==> config.mk <==
export PLATFORM = sky130hd
export DESIGN_NAME = video_layer_mux
export DESIGN_NICKNAME = d
export VERILOG_FILES = /design/src/rtl/video_layer_mux.sv
export SDC_FILE = /design/constraint.sdc
export NUM_CORES = 1
export LEC_CHECK = 0
export CORE_ASPECT_RATIO = 1.2
export CORE_MARGIN = 2
export CORE_UTILIZATION = 40
export DETAILED_ROUTE_END_ITERATION = 12
export GPL_ROUTABILITY_DRIVEN = 0
export PLACE_DENSITY = 0.7
export SYNTH_ARGS = -nofsm -noshare
export SYNTH_HDL_FRONTEND = slang
export SYNTH_SLANG_ARGS = --single-unit
==> constraint.sdc <==
create_clock -name clk_in -period 1.7 [get_ports clk_in]
set_input_delay 0.425 -clock clk_in [delete_from_list [all_inputs] [get_ports clk_in]]
set_output_delay 0.425 -clock clk_in [all_outputs]
set_load 0.01 [all_outputs]
==> src/rtl/video_layer_mux.sv <==
// -----------------------------------------------------------------------------
// video_layer_mux
//
// Purpose:
//   This is an N-layer pixel compositor that sits between the pixel pipeline
//   and the TMDS encoder. For each pixel it picks the highest-priority active
//   overlay layer (layer 0 is highest) on top of a base pixel. Each layer has
//   enable, blink and blend controls. These controls are shadowed and only
//   take effect at frame start.
//
// Optional feature:
//   VIDEO_LAYER_BLEND_EN  When defined, a winning layer whose shadowed blend
//                         bit is set is mixed 50/50 with the base pixel, one
//                         colour channel at a time. When undefined, the blend
//                         controls are ignored and every layer is opaque.
//
// Ports:
//   clk_in           pixel clock
//   rst_n_in         synchronous active-low reset
//   valid_in         pixel qualifier
//   frame_start_in   marks the first pixel of a frame (when valid_in is high)
//   base_pixel_in    background pixel, 3*CH_W bits
//   layer_hit_in     bit i is set when layer i covers this pixel
//   layer_color_in   colour of layer i, at [i*3*CH_W +: 3*CH_W]
//   layer_en_in      per-layer enable (shadowed)
//   layer_blink_in   per-layer blink (shadowed)
//   layer_blend_in   per-layer 50% blend (shadowed, used only with the macro)
//   valid_out        valid_in delayed by 3 cycles
//   frame_start_out  frame_start_in delayed by 3 cycles
//   pixel_out        composited pixel; holds its value on invalid cycles
//   layer_id_out     index of the winning layer; NUM_LAYERS means base
// -----------------------------------------------------------------------------
module video_layer_mux #(
    parameter int NUM_LAYERS   = 6,
    parameter int CH_W         = 8,
    parameter int BLINK_FRAMES = 15
) (
    input  logic                                  clk_in,
    input  logic                                  rst_n_in,
    input  logic                                  valid_in,
    input  logic                                  frame_start_in,
    input  logic [3*CH_W-1:0]                     base_pixel_in,
    input  logic [NUM_LAYERS-1:0]                 layer_hit_in,
    input  logic [NUM_LAYERS*3*CH_W-1:0]          layer_color_in,
    input  logic [NUM_LAYERS-1:0]                 layer_en_in,
    input  logic [NUM_LAYERS-1:0]                 layer_blink_in,
    input  logic [NUM_LAYERS-1:0]                 layer_blend_in,
    output logic                                  valid_out,
    output logic                                  frame_start_out,
    output logic [3*CH_W-1:0]                     pixel_out,
    output logic [$clog2(NUM_LAYERS+1)-1:0]       layer_id_out
);

    localparam int PIX_W = 3 * CH_W;
    localparam int ID_W  = $clog2(NUM_LAYERS + 1);
    localparam int CNT_W = (BLINK_FRAMES > 1) ? $clog2(BLINK_FRAMES) : 1;

    // ------------------------------------------------------------------
    // Frame-start shadow controls and the blink timebase
    // ------------------------------------------------------------------
    logic                  frame_go;
    logic [NUM_LAYERS-1:0] en_q, blink_q;
    logic [NUM_LAYERS-1:0] en_cur, blink_cur, blend_cur;
    logic [CNT_W-1:0]      frame_cnt_q, frame_cnt_d;
    // phase_q is the phase that the next frame will use. frame_phase_q is
    // the phase of the frame currently in progress. Because of this split,
    // a frame displays the phase from before the frame-start update.
    logic                  phase_q, phase_d, frame_phase_q, phase_cur;
    logic [NUM_LAYERS-1:0] hit_eff;

    assign frame_go = valid_in & frame_start_in;

    // The frame-start pixel itself already sees the newly loaded controls.
    assign en_cur    = frame_go ? layer_en_in    : en_q;
    assign blink_cur = frame_go ? layer_blink_in : blink_q;
    assign phase_cur = frame_go ? phase_q        : frame_phase_q;

`ifdef VIDEO_LAYER_BLEND_EN
    logic [NUM_LAYERS-1:0] blend_q;

    assign blend_cur = frame_go ? layer_blend_in : blend_q;

    always_ff @(posedge clk_in) begin
        if (!rst_n_in) begin
            blend_q <= '0;
        end else if (frame_go) begin
            blend_q <= layer_blend_in;
        end
    end
`else
    logic unused_blend;

    assign unused_blend = ^layer_blend_in;
    assign blend_cur    = '0;
`endif

    always_comb begin
        frame_cnt_d = frame_cnt_q + CNT_W'(1);
        phase_d     = phase_q;
        if (frame_cnt_q == CNT_W'(BLINK_FRAMES - 1)) begin
            frame_cnt_d = '0;
            phase_d     = ~phase_q;
        end
    end

    always_ff @(posedge clk_in) begin
        if (!rst_n_in) begin
            en_q          <= '0;
            blink_q       <= '0;
            frame_cnt_q   <= '0;
            phase_q       <= 1'b1;
            frame_phase_q <= 1'b1;
        end else if (frame_go) begin
            en_q          <= layer_en_in;
            blink_q       <= layer_blink_in;
            frame_cnt_q   <= frame_cnt_d;
            phase_q       <= phase_d;
            frame_phase_q <= phase_q;
        end
    end

    assign hit_eff = layer_hit_in & en_cur & (~blink_cur | {NUM_LAYERS{phase_cur}});

    // ------------------------------------------------------------------
    // S1: register inputs and the effective hit mask
    // ------------------------------------------------------------------
    logic                        s1_valid_q, s1_fs_q;
    logic [PIX_W-1:0]            s1_base_q;
    logic [NUM_LAYERS*PIX_W-1:0] s1_color_q;
    logic [NUM_LAYERS-1:0]       s1_hit_q, s1_blend_q;

    always_ff @(posedge clk_in) begin
        if (!rst_n_in) begin
            s1_valid_q <= 1'b0;
            s1_fs_q    <= 1'b0;
            s1_base_q  <= '0;
            s1_color_q <= '0;
            s1_hit_q   <= '0;
            s1_blend_q <= '0;
        end else begin
            s1_valid_q <= valid_in;
            s1_fs_q    <= frame_start_in;
            s1_base_q  <= base_pixel_in;
            s1_color_q <= layer_color_in;
            s1_hit_q   <= hit_eff;
            s1_blend_q <= blend_cur;
        end
    end

    // ------------------------------------------------------------------
    // S2: priority select, where the lowest set index wins
    // ------------------------------------------------------------------
    logic [ID_W-1:0]  win_id_d;
    logic [PIX_W-1:0] win_pix_d;
    logic             win_blend_d;

    always_comb begin
        win_id_d    = ID_W'(NUM_LAYERS);
        win_pix_d   = s1_base_q;
        win_blend_d = 1'b0;
        // Scan downward so that the last match, which is the lowest index, wins.
        for (int i = NUM_LAYERS - 1; i >= 0; i--) begin
            if (s1_hit_q[i]) begin
                win_id_d    = ID_W'(i);
                win_pix_d   = s1_color_q[i*PIX_W +: PIX_W];
                win_blend_d = s1_blend_q[i];
            end
        end
    end

    logic             s2_valid_q, s2_fs_q, s2_blend_q;
    logic [PIX_W-1:0] s2_pix_q, s2_base_q;
    logic [ID_W-1:0]  s2_id_q;

    always_ff @(posedge clk_in) begin
        if (!rst_n_in) begin
            s2_valid_q <= 1'b0;
            s2_fs_q    <= 1'b0;
            s2_blend_q <= 1'b0;
            s2_pix_q   <= '0;
            s2_base_q  <= '0;
            s2_id_q    <= '0;
        end else begin
            s2_valid_q <= s1_valid_q;
            s2_fs_q    <= s1_fs_q;
            s2_blend_q <= win_blend_d;
            s2_pix_q   <= win_pix_d;
            s2_base_q  <= s1_base_q;
            s2_id_q    <= win_id_d;
        end
    end

    // ------------------------------------------------------------------
    // S3: optional 50/50 blend, then the output registers
    // ------------------------------------------------------------------
    logic [PIX_W-1:0] blend_pix;
    logic [PIX_W-1:0] out_pix_d;

    // Halving both operands before adding means the sum cannot overflow CH_W.
    always_comb begin
        blend_pix = '0;
        for (int c = 0; c < 3; c++) begin
            blend_pix[c*CH_W +: CH_W] = (s2_pix_q[c*CH_W +: CH_W] >> 1)
                                      + (s2_base_q[c*CH_W +: CH_W] >> 1);
        end
        out_pix_d = s2_blend_q ? blend_pix : s2_pix_q;
    end

    always_ff @(posedge clk_in) begin
        if (!rst_n_in) begin
            valid_out       <= 1'b0;
            frame_start_out <= 1'b0;
            pixel_out       <= '0;
            layer_id_out    <= '0;
        end else begin
            valid_out       <= s2_valid_q;
            frame_start_out <= s2_fs_q;
            if (s2_valid_q) begin
                pixel_out    <= out_pix_d;
                layer_id_out <= s2_id_q;
            end
        end
    end

endmodule

==> flow_summary.yaml, run 1 <==
critical_path:
  path_delay_family: "buffers and inverters"
  critPathLaunchType: "flip-flop"
  path_cells: "dlygate4sd2_1"
  cpPeakStageDelay_ns: 0.35
  required_ns: 1.27
  timing.rr.end: "s2_pix_q[20]"
  crit_type: "flip-flop to output port"
  arrival_ns: 1.19
  critPathCaptureType: "output port"
  critPathSlowestCell: "dlygate4sd2_1"
  r2r-start: "s1_hit_q[3]"
  regToRegSetupSlack_ns: 0.11
  reg2reg_depth: 3
  startpoint: "pixel_out[1]"
  worst-path-buf-inv: 1
  path_max_fanout: 2
yosys:
  avgSynthCellArea_sq_um: 10.8
  synth-edff-count: 0
  ys.flop_type: "dfxtp_1"
  ys_types: 40
  yosysWarnings: 0
  syn-instance-count: 802
  async_reset_ff_frac: 0
  ys_seq_area_frac: 0.582
  ys_ff_latch: 252
  synthesis.nets: 998
  synth_area_sq_um: 8670
  yosysTopAreaCell: "dfxtp_1"
  yosysTopAreaCellShare: 0.582
  synthTopCellsByArea: "dfxtp_1 (58%), and2_1 (13%), mux2i_1 (6.7%)"
routing:
  drtIter0Drc: 248
  antenna_left: 0
  drt_pass1_iterations: 4
  wl_mm: 21.5
  avgRoutedWirePerCell_um: 16.4
  drc: 0
  viasPerCell: 4.68
  vias: 6113
sta:
  setup_viol: 0
  whs_ns: 0.221
  fin_ws_ns: 0.0831
  fmax_mhz: 618
  hold_violations: 0
  layout_min_cycle_time_ns: 1.62
  tightest_slew_ns: 0.825
  drv_slew: 0
  setup_tns_ns: 0
  fin_skew_ns: 0.0153
  min_period_over_period: 0.951
  rsz0062_at_grt: "false"
  max_slew_margin: 0.448
cells_and_area:
  fin_area_sq_um: 12000
  fillCellCount: 1866
  final_cell_mix: "dfxtp_1 (249), clkdlybuf4s50_1 (188), and2_1 (175), mux2i_1 (58), nor2_1 (37)"
  drive_above_1_share: 0.0824
  layout_commonest_cell: "dfxtp_1"
  final_nets: 1212
  final_cells: 1307
  syn_to_final_growth_pct: 38.2
die:
  rows: 59
  core_sq_um: 21500
  die-area_sq_um: 22900
  die_w_um: 138
  ioPinCount: 225
  die_h_um: 165
  start_util: 0.404
clock_tree:
  cts_max_level: 1
  cts_hold_buf: 0
  root_buffer: "clkbuf_16"
  path_clk_slew_ns: 0.06
  numCtsBuffers: 25
  cts_tree: "yes"
  cts.path.max_buffers: 3
  insertion_delay_ns: 0.52
  clock-sinks: 252
global_routing:
  grt.total_usage: 0.182
  overflow: 0
  antenna_found_initial: 0
  grt_pass1_wl_mm: 32.6
  grt_start_max_net_pins: 67
  grt_pass1_vias: 6131
worst_hold_path:
  hold_end: "s1_valid_q"
  hold_depth: 2
  hold_path_class: "input port to flip-flop"
  min_from: "rst_n_in"
power_and_ir_drop:
  powerDensity_nw_per_um2: 1080
  p_switching_mw: 2.75
  seqPwrFrac: 0.487
  clkPwrFrac: 0.425
  intPower_mw: 10.2
  peakVddDrop_mv: 0.683
  p_leak_nw: 4.96
  comb_power_share: 0.088
  switching_share: 0.213
place:
  pre_cts_ws_ns: -0.122
  hpwl_mm: 15.5
  io_buffers: 218
  place_inst: 1263
  postPlaceCellArea_sq_um: 11200
run:
  maxCapViolations: 0
status:
  status: "finished clean"
[cell usage after synthesis, drive strengths merged (12+ instances only)]
cell type,count
dfxtp,252
and2,175
mux2i,58
nor2,37
clkbuf,34
nor2b,29
a21oi,23
buf,22
nand2,17
a32o,14
inv,14
a22o,13
a2bb2oi,13
o21ai,13
nor3b,12
[cell type report]
class	count	area [sq um]	area share
diodes	1	2.50	0.000209
clock buffers	29	671	0.0559
clock inverters	14	158	0.0131
inverters	15	56.3	0.00470
multi-input cells	479	3330	0.278
flip-flops and latches	252	5050	0.421
well taps	274	343	0.0286
repair buffers	243	2380	0.199
[through the flow]
step,power [mW],utilization
finish,12.9,0.558
global route,13.5,0.558
CTS,13.1,0.558
detailed placement,7.61,0.521
global placement,7.59,0.521
floorplan,6.91,-
[state kept, by name, indices dropped and copies added (netlist names), 3 cells and up]
| register | cells |
|---|---|
| blink_q | 6 |
| en_q | 6 |
| frame_cnt_q | 4 |
| layer_id_out | 3 |
| pixel_out | 24 |
| s1_base_q | 24 |
| s1_color_q | 144 |
| s1_hit_q | 6 |
| s2_id_q | 3 |
| s2_pix_q | 24 |
[kinds of logic (layout without fill, tap and decap cells)]
logic type,count (synthesis),in the layout,share of synthesized area
buffers and inverters,71,301,0.0349
AOI/OAI and AO/OA,124,124,0.114
muxes,59,59,0.0682
and+or+nand+nor,296,296,0.201
DFF,252,252,0.582
other,0,1,0
[routing by layer]
metal	wire length, um	share of wire	track usage
met3	1210	0.056	0.0389
met1	8610	0.40	0.205
met4	781	0.036	0.0756
met2	10900	0.51	0.337
met5	0	0	0
[power by group through the flow]
| stage | registers, mW | logic, mW | clock network (mW) |
|---|---|---|---|
| 2_1_floorplan | 6.41 | 0.504 | 0 |
| 3_3_place_gp | 6.43 | 1.16 | 0 |
| 3_5_place_dp | 6.43 | 1.17 | 0 |
| 4_1_cts | 6.30 | 1.17 | 5.63 |
| 5_1_grt | 6.32 | 1.24 | 5.90 |
| 6_report | 6.30 | 1.14 | 5.50 |
[repair_timing]
item | 4_1_cts | 5_1_grt
buffers inserted | 0 | 0
resized for setup | 30 | 0
endpoints found under the setup margin | 42 | 0
[worst max path at each step]
stage | endpoint | slack [ns] | depth (start not counted)
6_report | pixel_out[1] | 0.08 | 1
5_1_grt | s2_pix_q[3] | 0.002 | 3
4_1_cts | pixel_out[1] | 0.06 | 1
3_5_place_dp | frame_phase_q | -0.12 | 4
3_3_place_gp | frame_phase_q | -0.12 | 4
2_1_floorplan | frame_phase_q | 0.15 | 4
Note: power is estimated with default switching activity, not from simulation.
==> inputs of run 2 (changes only) <==
--- a/config.mk
+++ b/config.mk
@@ -10,6 +10,8 @@
 export CORE_UTILIZATION = 40
 export DETAILED_ROUTE_END_ITERATION = 12
 export GPL_ROUTABILITY_DRIVEN = 0
+export GPL_TIMING_DRIVEN = 0
+export MAX_ROUTING_LAYER = met4
 export PLACE_DENSITY = 0.7
 export SYNTH_ARGS = -nofsm -noshare
 export SYNTH_HDL_FRONTEND = slang
==> run 2 against run 1 <==
  * Flip-flop and latch count unchanged
  * Register-to-register slack worse by 0.09 ns
  * Power down 2.1%
  * Clock skew up 0.0087 ns
  * Setup slack worse by 0.062 ns
  * Sequential power about the same
  * Fmax down 3.7%
  * Design area about the same
  * Routed wire length up 12%
  * Critical path type is now flip-flop to flip-flop
  * Critical endpoint is now s2_pix_q[22]
  * Highest routed layer unchanged
==> flow_summary.yaml, run 2 (same netlist as run 1, synthesis figures left out) <==
status:
  status: "finished clean"
die:
  rows: 59
  ioPinCount: 225
  die_h_um: 165
  start_util: 0.404
  core_sq_um: 21500
  die_w_um: 138
  die-area_sq_um: 22900
cells_and_area:
  layout_commonest_cell: "dfxtp_1"
  final_cell_mix: "dfxtp_1 (251), clkdlybuf4s50_1 (187), and2_1 (175), mux2i_1 (58), nor2_1 (36)"
  drive_above_1_share: 0.0888
  regMostFlops: "s1_color_q"
  final_util: 0.558
  regArea_sq_um: 5050
  syn_to_final_growth_pct: 38.3
  final_nets: 1240
  fillCellCount: 1880
  multi_input_area_sq_um: 3350
  largest_reg_flops: 144
routing:
  drc: 0
  wl_met3_mm: 1.31
  wl_met2_mm: 11.9
  drt_pass1_iterations: 4
  wl_mm: 24.1
  avgRoutedWirePerCell_um: 18.0
  vias: 6310
  antenna_left: 0
  viasPerCell: 4.72
  drt-met1-wl_mm: 10.1
  top_layer_used: "met4"
  drtIter0Drc: 300
clock_tree:
  cts.path.max_buffers: 3
  root_buffer: "clkbuf_16"
  cts_hold_buf: 0
  path_clk_slew_ns: 0.06
  cts_tree: "yes"
  insertion_delay_ns: 0.52
  numCtsBuffers: 24
  cts_max_level: 1
  clock-sinks: 252
power_and_ir_drop:
  p_leak_nw: 4.99
  powerDensity_nw_per_um2: 1060
  peakVddDrop_mv: 0.747
place:
  hpwl_mm: 17.9
  io_buffers: 216
critical_path:
  path_max_fanout: 10
  regToRegSetupSlack_ns: 0.02
  required_ns: 2.10
  critPathCaptureType: "flip-flop"
  crit_type: "flip-flop to flip-flop"
  critPathLaunchType: "flip-flop"
  arrival_ns: 2.08
sta:
  setup_tns_ns: 0
  fmax_mhz: 596
  tightest_slew_ns: 0.604
  drv_slew: 0
  layout_min_cycle_time_ns: 1.68
  max_slew_margin: 0.598
  hold_violations: 0
  min_period_over_period: 0.987
  rsz0062_at_grt: "true"
  whs_ns: 0.364
  fin_skew_ns: 0.0240
  setup_viol: 0
global_routing:
  grt.total_usage: 0.210
  grt_start_max_net_pins: 15
  grt_pass1_wl_mm: 35.4
  antenna_found_initial: 2
  grt_pass1_vias: 6198
  overflow: 0
run:
  maxCapViolations: 0
worst_hold_path:
  hold_path_class: "input port to flip-flop"
==> run 2: worst max-delay path: stages, from the launching register on <==
cell      delay [ns]
dfxtp_1         0.30
buf_2           0.27
clkbuf_1        0.46
o21ai_0         0.24
a32o_1          0.29
==> run 2: routing by layer <==
| layer | global-route usage | vias to the layer above |
|---|---|---|
| li1 | - | 3176 |
| met1 | 0.247 | 2899 |
| met2 | 0.364 | 190 |
| met3 | 0.0363 | 45 |
| met4 | 0.0765 | 0 |
| met5 | - | - |
==> run 2: path summary, 6_finish.rpt <==
path                   from         endpoint  depth (start not counted)
max reg2reg     s1_hit_q[0]     s2_pix_q[22]                          4
max             s1_hit_q[0]     s2_pix_q[22]                          4
min reg2reg         s2_fs_q  frame_start_out                          1
min          frame_start_in          en_q[2]                          3
==> run 2: where the power goes <==
| part | switching, mW | internal [mW] | total, mW |
|---|---|---|---|
| Clock | 2.17 | 3.01 | 5.18 |
| Combinational | 0.486 | 0.705 | 1.19 |
| Sequential | 0.0867 | 6.21 | 6.30 |
| Total | 2.75 | 9.92 | 12.7 |
==> run 2: final cells by class <==
type / count / area share
Antenna cell: 3 / 0.000626
Buffer: 55 / 0.0240
Clock buffer: 35 / 0.0585
Clock inverter: 6 / 0.00553
Inverter: 15 / 0.00501
Multi-Input combinational cell: 479 / 0.279
Sequential cell: 252 / 0.421
Tap cell: 274 / 0.0286
Timing Repair Buffer: 217 / 0.178
==> run 2: what timing repair did <==
item	4_1_cts	5_1_grt
setup buffers	1	0
hold endpoints to repair	0	0
resized for setup	54	18
endpoints found under the setup margin	198	118
pin swaps	1	0
==> run 2: stage by stage <==
stage / setup slack [ns] / cells / total power [mW] / area (sq um)
2_1_floorplan: 0.148 / 802 / 6.91 / 8670
3_3_place_gp: -0.912 / 1292 / 7.61 / 11200
3_5_place_dp: -0.937 / 1292 / 7.62 / 11200
4_1_cts: 0.0130 / 1334 / 12.8 / 12000
5_1_grt: -0.0513 / 1335 / 13.1 / 12000
6_report: 0.0216 / 1336 / 12.7 / 12000
==> inputs of run 3 (changes only) <==
--- a/config.mk
+++ b/config.mk
@@ -5,7 +5,7 @@
 export SDC_FILE = /design/constraint.sdc
 export NUM_CORES = 1
 export LEC_CHECK = 0
-export CORE_ASPECT_RATIO = 1.2
+export CORE_ASPECT_RATIO = 0.9
 export CORE_MARGIN = 2
 export CORE_UTILIZATION = 40
 export DETAILED_ROUTE_END_ITERATION = 12
==> run 3 against run 2 <==
  * Sequential power barely moved
  * Highest routed layer unchanged
  * Routed wire length grew 0.87%
  * Via count rose by 0.60%
  * Largest cell class unchanged
  * Fmax grew 5.0%
  * Register-to-register slack improved by 0.09 ns
  * Die area about the same
  * Flip-flop and latch count stayed put
  * Combinational power about the same
  * Core utilization is 0.75 points higher
  * First-iteration DRC count did not move
  * Clock power grew 13%
  * Clock skew decreased by 0.012 ns
==> flow_summary.yaml, run 3 (same netlist as run 1, synthesis figures left out) <==
status:
  status: "finished clean"
global_routing:
  antenna_found_initial: 1
  grt.total_usage: 0.215
  grt_start_max_net_pins: 15
  overflow: 0
  grt_pass1_vias: 6219
  grt_pass1_wl_mm: 35.9
sta:
  max_slew_margin: 0.576
  rsz0062_at_grt: "true"
  tightest_slew_ns: 0.636
  fin_skew_ns: 0.0121
  layout_min_cycle_time_ns: 1.60
  hold_violations: 0
  setup_tns_ns: 0
  fmax_mhz: 626
  setup_viol: 0
  min_period_over_period: 0.940
  drv_slew: 0
clock_tree:
  insertion_delay_ns: 0.52
  clock-sinks: 252
  cts_tree: "yes"
  cts_hold_buf: 0
  cts.path.max_buffers: 3
  numCtsBuffers: 26
  root_buffer: "clkbuf_16"
  path_clk_slew_ns: 0.06
  cts_max_level: 1
critical_path:
  path_cells: "clkdlybuf4s50_1, clkinvlp_4, clkbuf_1, buf_2, nor2_1"
  critPathLaunchType: "input port"
  critPathCaptureType: "flip-flop"
  critPathSlowestCell: "clkdlybuf4s50_1"
  cpPeakStageDelay_ns: 0.50
  arrival_ns: 2.00
  required_ns: 2.10
  crit_type: "input port to flip-flop"
  path_max_fanout: 10
die:
  die_w_um: 159
  die_h_um: 144
  ioPinCount: 225
  rows: 51
  start_util: 0.405
  die-area_sq_um: 22900
  core_sq_um: 21400
power_and_ir_drop:
  total_power_mw: 13.3
  peakVddDrop_mv: 0.544
  p_leak_nw: 5.04
  powerDensity_nw_per_um2: 1100
cells_and_area:
  layout_commonest_cell: "dfxtp_1"
  final_cell_mix: "dfxtp_1 (250), clkdlybuf4s50_1 (187), and2_1 (175), mux2i_1 (58), nor2_1 (36)"
  regMostFlops: "s1_color_q"
  final_nets: 1242
  syn_to_final_growth_pct: 39.9
  diodes: 0
  largest_reg_flops: 144
  drive_above_1_share: 0.0912
routing:
  drtIter0Drc: 300
  drt_pass1_iterations: 4
  viasPerCell: 4.68
  antenna_left: 0
  wl_mm: 24.3
  vias: 6348
  avgRoutedWirePerCell_um: 17.9
  drc: 0
place:
  hpwl_mm: 18.1
  io_buffers: 216
run:
  maxCapViolations: 0
worst_hold_path:
  hold_path_class: "input port to flip-flop"
-- run 3: cell types whose count changed in the layout (fill, tap and decap cells not counted), sizes merged --
cell,delta
clkbuf,+1
buf,+1
clkinvlp,+1
bufinv,+2
diode,-3
-- run 3: layer usage --
| metal | vias up | GRT usage | share of wire |
|---|---|---|---|
| met1 | 2952 | 0.293 | 0.48 |
| li1 | 3180 | - | - |
| met2 | 181 | 0.326 | 0.44 |
| met3 | 35 | 0.0436 | 0.056 |
| met5 | - | - | 0 |
| met4 | 0 | 0.0598 | 0.022 |
-- run 3: critical path: cells and delay by family --
| kind | cells | cell delay (ns) |
|---|---|---|
| buf+inv | 4 | 1.47 |
| simple gates | 1 | 0.09 |
-- run 3: path summary, 6_finish.rpt --
path / from / to / slack [ns] / cells past startpoint
min: valid_in / en_q[1] / 0.36 / 3
max: rst_n_in / pixel_out[9] / 0.10 / 5
max reg2reg: s1_hit_q[1] / s2_pix_q[17] / 0.11 / 4
min reg2reg: s1_fs_q / s2_fs_q / 0.43 / 1
-- run 3: timing repair --
item / CTS / global route
setup buffers: 1 / 0
endpoints found under the setup margin: 188 / 69
pin swaps: 1 / 1
gates resized for setup: 50 / 20
-- run 3: final cells by class --
type                    instances  area, sq um
plain buffers                  55          284
clock buffers                  37          773
clock inverters                 9          123
fillers                      1927         9310
inverters                      15         60.1
multi-input cells             479         3350
flip-flops and latches        252         5050
well taps                     291          364
repair buffers                217         2130
-- run 3: power by group --
part | internal, mW | switching (mW) | total, mW
clock | 3.60 | 2.25 | 5.85
combinational | 0.703 | 0.489 | 1.19
sequential | 6.21 | 0.0847 | 6.30
total | 10.5 | 2.82 | 13.3
-- run 3: through the flow --
stage	std cells	hold slack, ns	utilization	cell area, sq um	setup WS (ns)
6_report	1355	0.356	0.566	12100	0.101
5_1_grt	1355	0.354	0.566	12100	-0.0326
4_1_cts	1356	0.328	0.565	12100	0.00760
3_5_place_dp	1309	0.420	0.522	11200	-0.943
3_3_place_gp	1309	0.415	0.522	11200	-0.942
2_1_floorplan	802	0.412	-	8670	0.148
